--- config.mk ---
export PLATFORM = sky130hd
export DESIGN_NAME = d26_arb
export DESIGN_NICKNAME = d
export VERILOG_FILES = /design/src/rtl/d26_arb_pkg.sv /design/src/rtl/d26_rr_pick.sv /design/src/rtl/d26_arb.sv
export SDC_FILE = /design/constraint.sdc
export NUM_CORES = 1
export LEC_CHECK = 0
export ABC_AREA = 1
export CORE_MARGIN = 4
export CORE_UTILIZATION = 50
export DETAILED_ROUTE_END_ITERATION = 8
export PLACE_DENSITY = 0.81
export SLEW_MARGIN = 20
export SYNTH_ARGS = -nofsm -noshare
export SYNTH_HDL_FRONTEND = slang
export SYNTH_SLANG_ARGS = --single-unit
--- constraint.sdc ---
create_clock -name clk -period 4.8 [get_ports clk]
set_input_delay 0.48 -clock clk [delete_from_list [all_inputs] [get_ports clk]]
set_output_delay 0.48 -clock clk [all_outputs]
set_load 0.01 [all_outputs]
--- src/rtl/d26_arb_pkg.sv ---
// Shared types and defaults for the d26 engine arbiter.
// The watchdog counter width is derived here so every build agrees on it.
package d26_arb_pkg;

  localparam int D26_NREQ_DEF    = 4;
  localparam int D26_TIMEOUT_DEF = 16;

  typedef enum logic [1:0] {
    ST_IDLE = 2'd0,
    ST_BUSY = 2'd1,
    ST_KILL = 2'd2
  } d26_state_e;

  // Width needed to hold a count of 0..timeout inclusive.
  function automatic int d26_cnt_width(input int timeout);
    return $clog2(timeout + 1);
  endfunction

  localparam int D26_CNT_W = d26_cnt_width(D26_TIMEOUT_DEF);

endpackage

--- src/rtl/d26_rr_pick.sv ---
// Combinational round-robin picker: lowest set request at or after ptr,
// wrapping modulo NREQ. Holds no state.
module d26_rr_pick #(
  parameter int NREQ = 4,
  localparam int IW  = $clog2(NREQ)
) (
  input  logic [NREQ-1:0] req,
  input  logic [IW-1:0]   ptr,
  output logic [IW-1:0]   winner,
  output logic            valid
);

  logic [2*NREQ-1:0] dbl_s;
  logic [NREQ-1:0]   rot_s;
  logic [IW-1:0]     off_s;
  logic [IW:0]       sum_s;

  // Rotate requests so ptr sits at bit 0, find the first hit, then undo the rotation.
  always_comb begin
    dbl_s = {req, req};
    rot_s = dbl_s[ptr +: NREQ];
    valid = |rot_s;
    off_s = '0;
    for (int k = NREQ - 1; k >= 0; k--) begin
      off_s = rot_s[k] ? IW'(k) : off_s;
    end
    sum_s  = {1'b0, ptr} + {1'b0, off_s};
    winner = (sum_s >= (IW+1)'(NREQ)) ? IW'(sum_s - (IW+1)'(NREQ)) : sum_s[IW-1:0];
  end

endmodule

--- src/rtl/d26_arb.sv ---
// d26_arb: round-robin arbiter in front of the shared d26 transaction engine.
// Define D26_ARB_TIMEOUT_EN to add the BUSY watchdog (kill/err and the KILL state).
module d26_arb
  import d26_arb_pkg::*;
#(
  parameter int NREQ    = D26_NREQ_DEF,
  parameter int TIMEOUT = D26_TIMEOUT_DEF
) (
  input  logic            clk,
  input  logic            rst_n,
  input  logic [NREQ-1:0] req,
  output logic [NREQ-1:0] gnt,
  output logic [NREQ-1:0] done,
  output logic [NREQ-1:0] err,
  output logic            go,
  output logic            kill,
  input  logic            endtx,
  output logic            busy
);

  localparam int IW = $clog2(NREQ);
  // An out-of-range configuration never arms, so the arbiter stays idle.
  localparam logic CFG_OK = ((NREQ >= 2) && (NREQ <= 8) && (TIMEOUT >= 1)) ? 1'b1 : 1'b0;

  function automatic logic [NREQ-1:0] onehot(input logic [IW-1:0] idx);
    logic [NREQ-1:0] v;
    v      = '0;
    v[idx] = 1'b1;
    return v;
  endfunction

  function automatic logic [IW-1:0] ptr_after(input logic [IW-1:0] idx);
    return (idx == IW'(NREQ - 1)) ? '0 : idx + IW'(1);
  endfunction

  d26_state_e      state_r, state_s;
  logic [IW-1:0]   ptr_r, ptr_s;
  logic [IW-1:0]   win_r, win_s;
  logic [NREQ-1:0] gnt_r, gnt_s;
  logic [NREQ-1:0] done_r, done_s;
  logic            go_r, go_s;
  logic            busy_r, busy_s;
  logic            arm_r;
  logic [IW-1:0]   pick_win_s;
  logic            pick_valid_s;

`ifdef D26_ARB_TIMEOUT_EN
  localparam int CW = d26_cnt_width(TIMEOUT);
  logic [CW-1:0]   cnt_r, cnt_s, cnt_inc_s;
  logic [NREQ-1:0] err_r, err_s;
  logic            kill_r, kill_s;
`endif

  d26_rr_pick #(.NREQ(NREQ)) u_pick (
    .req    (req),
    .ptr    (ptr_r),
    .winner (pick_win_s),
    .valid  (pick_valid_s)
  );

  // Next-state and output decode; pulses default low, held outputs default to their register.
  always_comb begin
    state_s = state_r;
    ptr_s   = ptr_r;
    win_s   = win_r;
    gnt_s   = gnt_r;
    busy_s  = busy_r;
    done_s  = '0;
    go_s    = 1'b0;
`ifdef D26_ARB_TIMEOUT_EN
    err_s     = '0;
    kill_s    = 1'b0;
    cnt_inc_s = cnt_r + CW'(1);
    cnt_s     = cnt_r;
`endif
    case (state_r)
      ST_IDLE: begin
        if (arm_r && pick_valid_s) begin
          state_s = ST_BUSY;
          win_s   = pick_win_s;
          gnt_s   = onehot(pick_win_s);
          go_s    = 1'b1;
          busy_s  = 1'b1;
`ifdef D26_ARB_TIMEOUT_EN
          cnt_s   = '0;
`endif
        end else begin
          state_s = ST_IDLE;
        end
      end
      ST_BUSY: begin
        // endtx is ignored while go is still up.
        if (endtx && !go_r) begin
          state_s = ST_IDLE;
          done_s  = onehot(win_r);
          gnt_s   = '0;
          busy_s  = 1'b0;
          ptr_s   = ptr_after(win_r);
        end
`ifdef D26_ARB_TIMEOUT_EN
        else if (cnt_inc_s == CW'(TIMEOUT)) begin
          state_s = ST_KILL;
          kill_s  = 1'b1;
          err_s   = onehot(win_r);
          gnt_s   = '0;
          busy_s  = 1'b0;
          ptr_s   = ptr_after(win_r);
        end else begin
          cnt_s = cnt_inc_s;
        end
`else
        else begin
          state_s = ST_BUSY;
        end
`endif
      end
`ifdef D26_ARB_TIMEOUT_EN
      ST_KILL: begin
        state_s = ST_IDLE;
      end
`endif
      default: begin
        state_s = ST_IDLE;
        gnt_s   = '0;
        busy_s  = 1'b0;
      end
    endcase
  end

  // State and output registers with asynchronous clear.
  always_ff @(posedge clk or negedge rst_n) begin
    if (!rst_n) begin
      state_r <= ST_IDLE;
      ptr_r   <= '0;
      win_r   <= '0;
      gnt_r   <= '0;
      done_r  <= '0;
      go_r    <= 1'b0;
      busy_r  <= 1'b0;
      arm_r   <= 1'b0;
`ifdef D26_ARB_TIMEOUT_EN
      cnt_r   <= '0;
      err_r   <= '0;
      kill_r  <= 1'b0;
`endif
    end else begin
      state_r <= state_s;
      ptr_r   <= ptr_s;
      win_r   <= win_s;
      gnt_r   <= gnt_s;
      done_r  <= done_s;
      go_r    <= go_s;
      busy_r  <= busy_s;
      arm_r   <= CFG_OK;
`ifdef D26_ARB_TIMEOUT_EN
      cnt_r   <= cnt_s;
      err_r   <= err_s;
      kill_r  <= kill_s;
`endif
    end
  end

  assign gnt  = gnt_r;
  assign done = done_r;
  assign go   = go_r;
  assign busy = busy_r;
`ifdef D26_ARB_TIMEOUT_EN
  assign err  = err_r;
  assign kill = kill_r;
`else
  assign err  = '0;
  assign kill = 1'b0;
`endif

endmodule

==> impl_metrics.csv <==
group,metric,value,unit
timing,clock_skew,1.30,ps
floorplan,die_area,0.00250,sq mm
grt,grt_remaining_overflow,0,
power,irDropWorstVdd,0.000322,V
power,cellPowerDensity,606,mW/mm^2
flow_run,cap_violations,0,
yosys,ys_warn_count,0,
timing,final.min_clock_period,2190,ps
power,finalPower,0.657,mW
timing,slew_headroom,0.526,
cts,clock-sinks,16,
floorplan,die_h,50.0,um
route,avgRoutedWirePerCell,11.7,um
cts,clockBufferDepth,2,
route,wl,1730,um
setup_path,cp-start-kind,"input pin",
timing,setup_violations,0,
timing,hold_viol,0,
yosys,ys_types,23,
floorplan,initial_core_util,0.554,
grt,grt_max_degree,17,
place,place.port_buffers,16,
power,p_leak,0.553,nW
grt,grt_pass1_wl,2970,um
timing,worst_pin_slew,709,ps
worst_hold_path,hp-class,"reg2reg",
cts,hold_buffers,0,
cts,numCtsBuffers,3,
setup_path,crit_type,"in2reg",
cts,clk_latency,290,ps
yosys,synth_seq_cells,16,
cts,cts_tree,"built",
grt,grt_pass1_vias,714,
yosys,synthesis.area,883,sq um
route,dr.pass1.iters,4,
timing,max_freq,457,MHz
cts,cts_resized,0,
setup_path,end_kind,"flip-flop",
place,gp_congestion,0.776,
yosys,synthCells,106,
floorplan,coreArea,0.00159,sq mm
yosys,avgSynthCellArea,8.33,sq um
place,hpwl,1310,um
floorplan,pin_count,22,
floorplan,dieWidth,50.0,um
cts,htreeDepth,1,
route,drc,0,
grt,antenna_found_initial,0,
setup_path,critPathRequiredTime,4990,ps
cts,clockRootBuffer,"clkbuf_4",
timing,rsz0062_at_grt,"false",
final_layout,n_antenna_cell,0,
timing,slew_viol_final,0,
setup_path,arrival,2380,ps
cts,clkTransAtPathRegs,90,ps
timing,fin_crit_sh,0.456,
timing,tns,0,ps
route,postRouteAntennaNets,0,
route,vias_per_cell,5.07,
final_layout,final_layout_size_suffix_gt1_frac,0.121,
yosys,ys_seq_area_frac,0.453,
floorplan,rows,14,
cts,post_cts.repair.setup_buffers,0,
grt,grt_usage,0.154,
final_layout,area_growth,22.7,%
route,drt_iter0_drc,20,
setup_path,cp_max_fo,4,
final_layout,nets,137,
route,vias,751,
outcome,status,"complete, no violations",
[critical path, cell delays in order]
cell and delay [ps]:
clkdlybuf4s50_1 430, nand2_1 100, nand3_1 80, nand2_2 100
nand3_1 80, a21boi_0 240, ha_1 220, xor2_1 210
nand3b_1 200, nand2_2 100, nand3_1 90, nand2_1 50
[final cells by class]
cell class,instances,area (sq um)
inverter,14,52.6
timing repair buffer,16,160
clock buffer,4,36.3
multi-input combinational,74,404
fill,126,510
tap,24,30.0
sequential,16,400
[sequential cells by signal, summed over array words and instances (netlist names)]
name,flops
arm_r,1
state_r,1
ptr_r,2
busy,1
done,4
go,1
win_r,2
gnt,4
[Yosys cell counts (all sizes together)]
library cell / instances / area share
nor3: 2 / 0.030
buf: 5 / 0.042
nor2: 7 / 0.033
nand4: 1 / 0.0071
nand3: 16 / 0.096
conb: 2 / 0.0085
clkbuf: 1 / 0.0042
o21bai: 1 / 0.0085
ha: 5 / 0.071
nand2: 27 / 0.13
a21oi: 3 / 0.017
dfrtp: 16 / 0.45
a21boi: 1 / 0.0085
inv: 14 / 0.059
xor2: 1 / 0.0099
o21ai: 3 / 0.017
nand3b: 1 / 0.0085
[where the power goes]
part / switching, mW / internal [mW]
Combinational: 0.214 / 0.138
Sequential: 0.0376 / 0.178
Clock: 0.0421 / 0.0462
Total: 0.294 / 0.363
[cells by family after synthesis]
logic type | Yosys count | share of synthesized area
xor gates and xnor gates | 1 | 0.00992
AOI/OAI and AO/OA | 8 | 0.0510
other | 2 | 0.00850
and+or+nand+nor | 54 | 0.300
buffers and inverters | 20 | 0.106
DFF | 16 | 0.453
adders and majority gates | 5 | 0.0708
[per-layer routing]
metal  global-route usage  wire length (um)
met1                0.173               690
met2                0.257               884
met3               0.0602               108
met4               0.0645                50
met5                    0                 0
[layout by cell type (no fill, tap or decap), types with 2 or more instances in the layout]
| master | n |
|---|---|
| nor2_1 | 6 |
| nand2_2 | 4 |
| inv_2 | 3 |
| clkdlybuf4s50_1 | 16 |
| nand2_1 | 23 |
| nand3_1 | 15 |
| o21ai_1 | 2 |
| a21oi_1 | 3 |
| conb_1 | 6 |
| clkbuf_4 | 3 |
| ha_1 | 5 |
| dfrtp_1 | 16 |
| inv_1 | 11 |
[final timing paths]
check	start	to	slack, ps	cells past startpoint
worst max-delay path	req[0]	gnt[2]	2610	12
worst max register to register	ptr_r[0]	gnt[2]	2680	12
max in group asynchronous	rst_n	arm_r	3740	1
worst min-delay path	busy	busy	500	2
min in group asynchronous	rst_n	done[0]	610	1
worst min register to register	busy	busy	500	2
[per-stage QoR]
step | cell area [sq um] | worst slack (ps) | cells | util | hold slack (ps)
6_report | 1080 | 2610 | 148 | 0.680 | 500
5_1_grt | 1080 | 2460 | 148 | 0.680 | 534
4_1_cts | 1080 | 2650 | 148 | 0.680 | 502
3_5_place_dp | 1050 | 2370 | 144 | 0.657 | 478
3_3_place_gp | 1050 | 2530 | 144 | 0.657 | 466
2_1_floorplan | 898 | 3100 | 110 | - | 184
No activity file was read; power rests on OpenSTA's default activity.
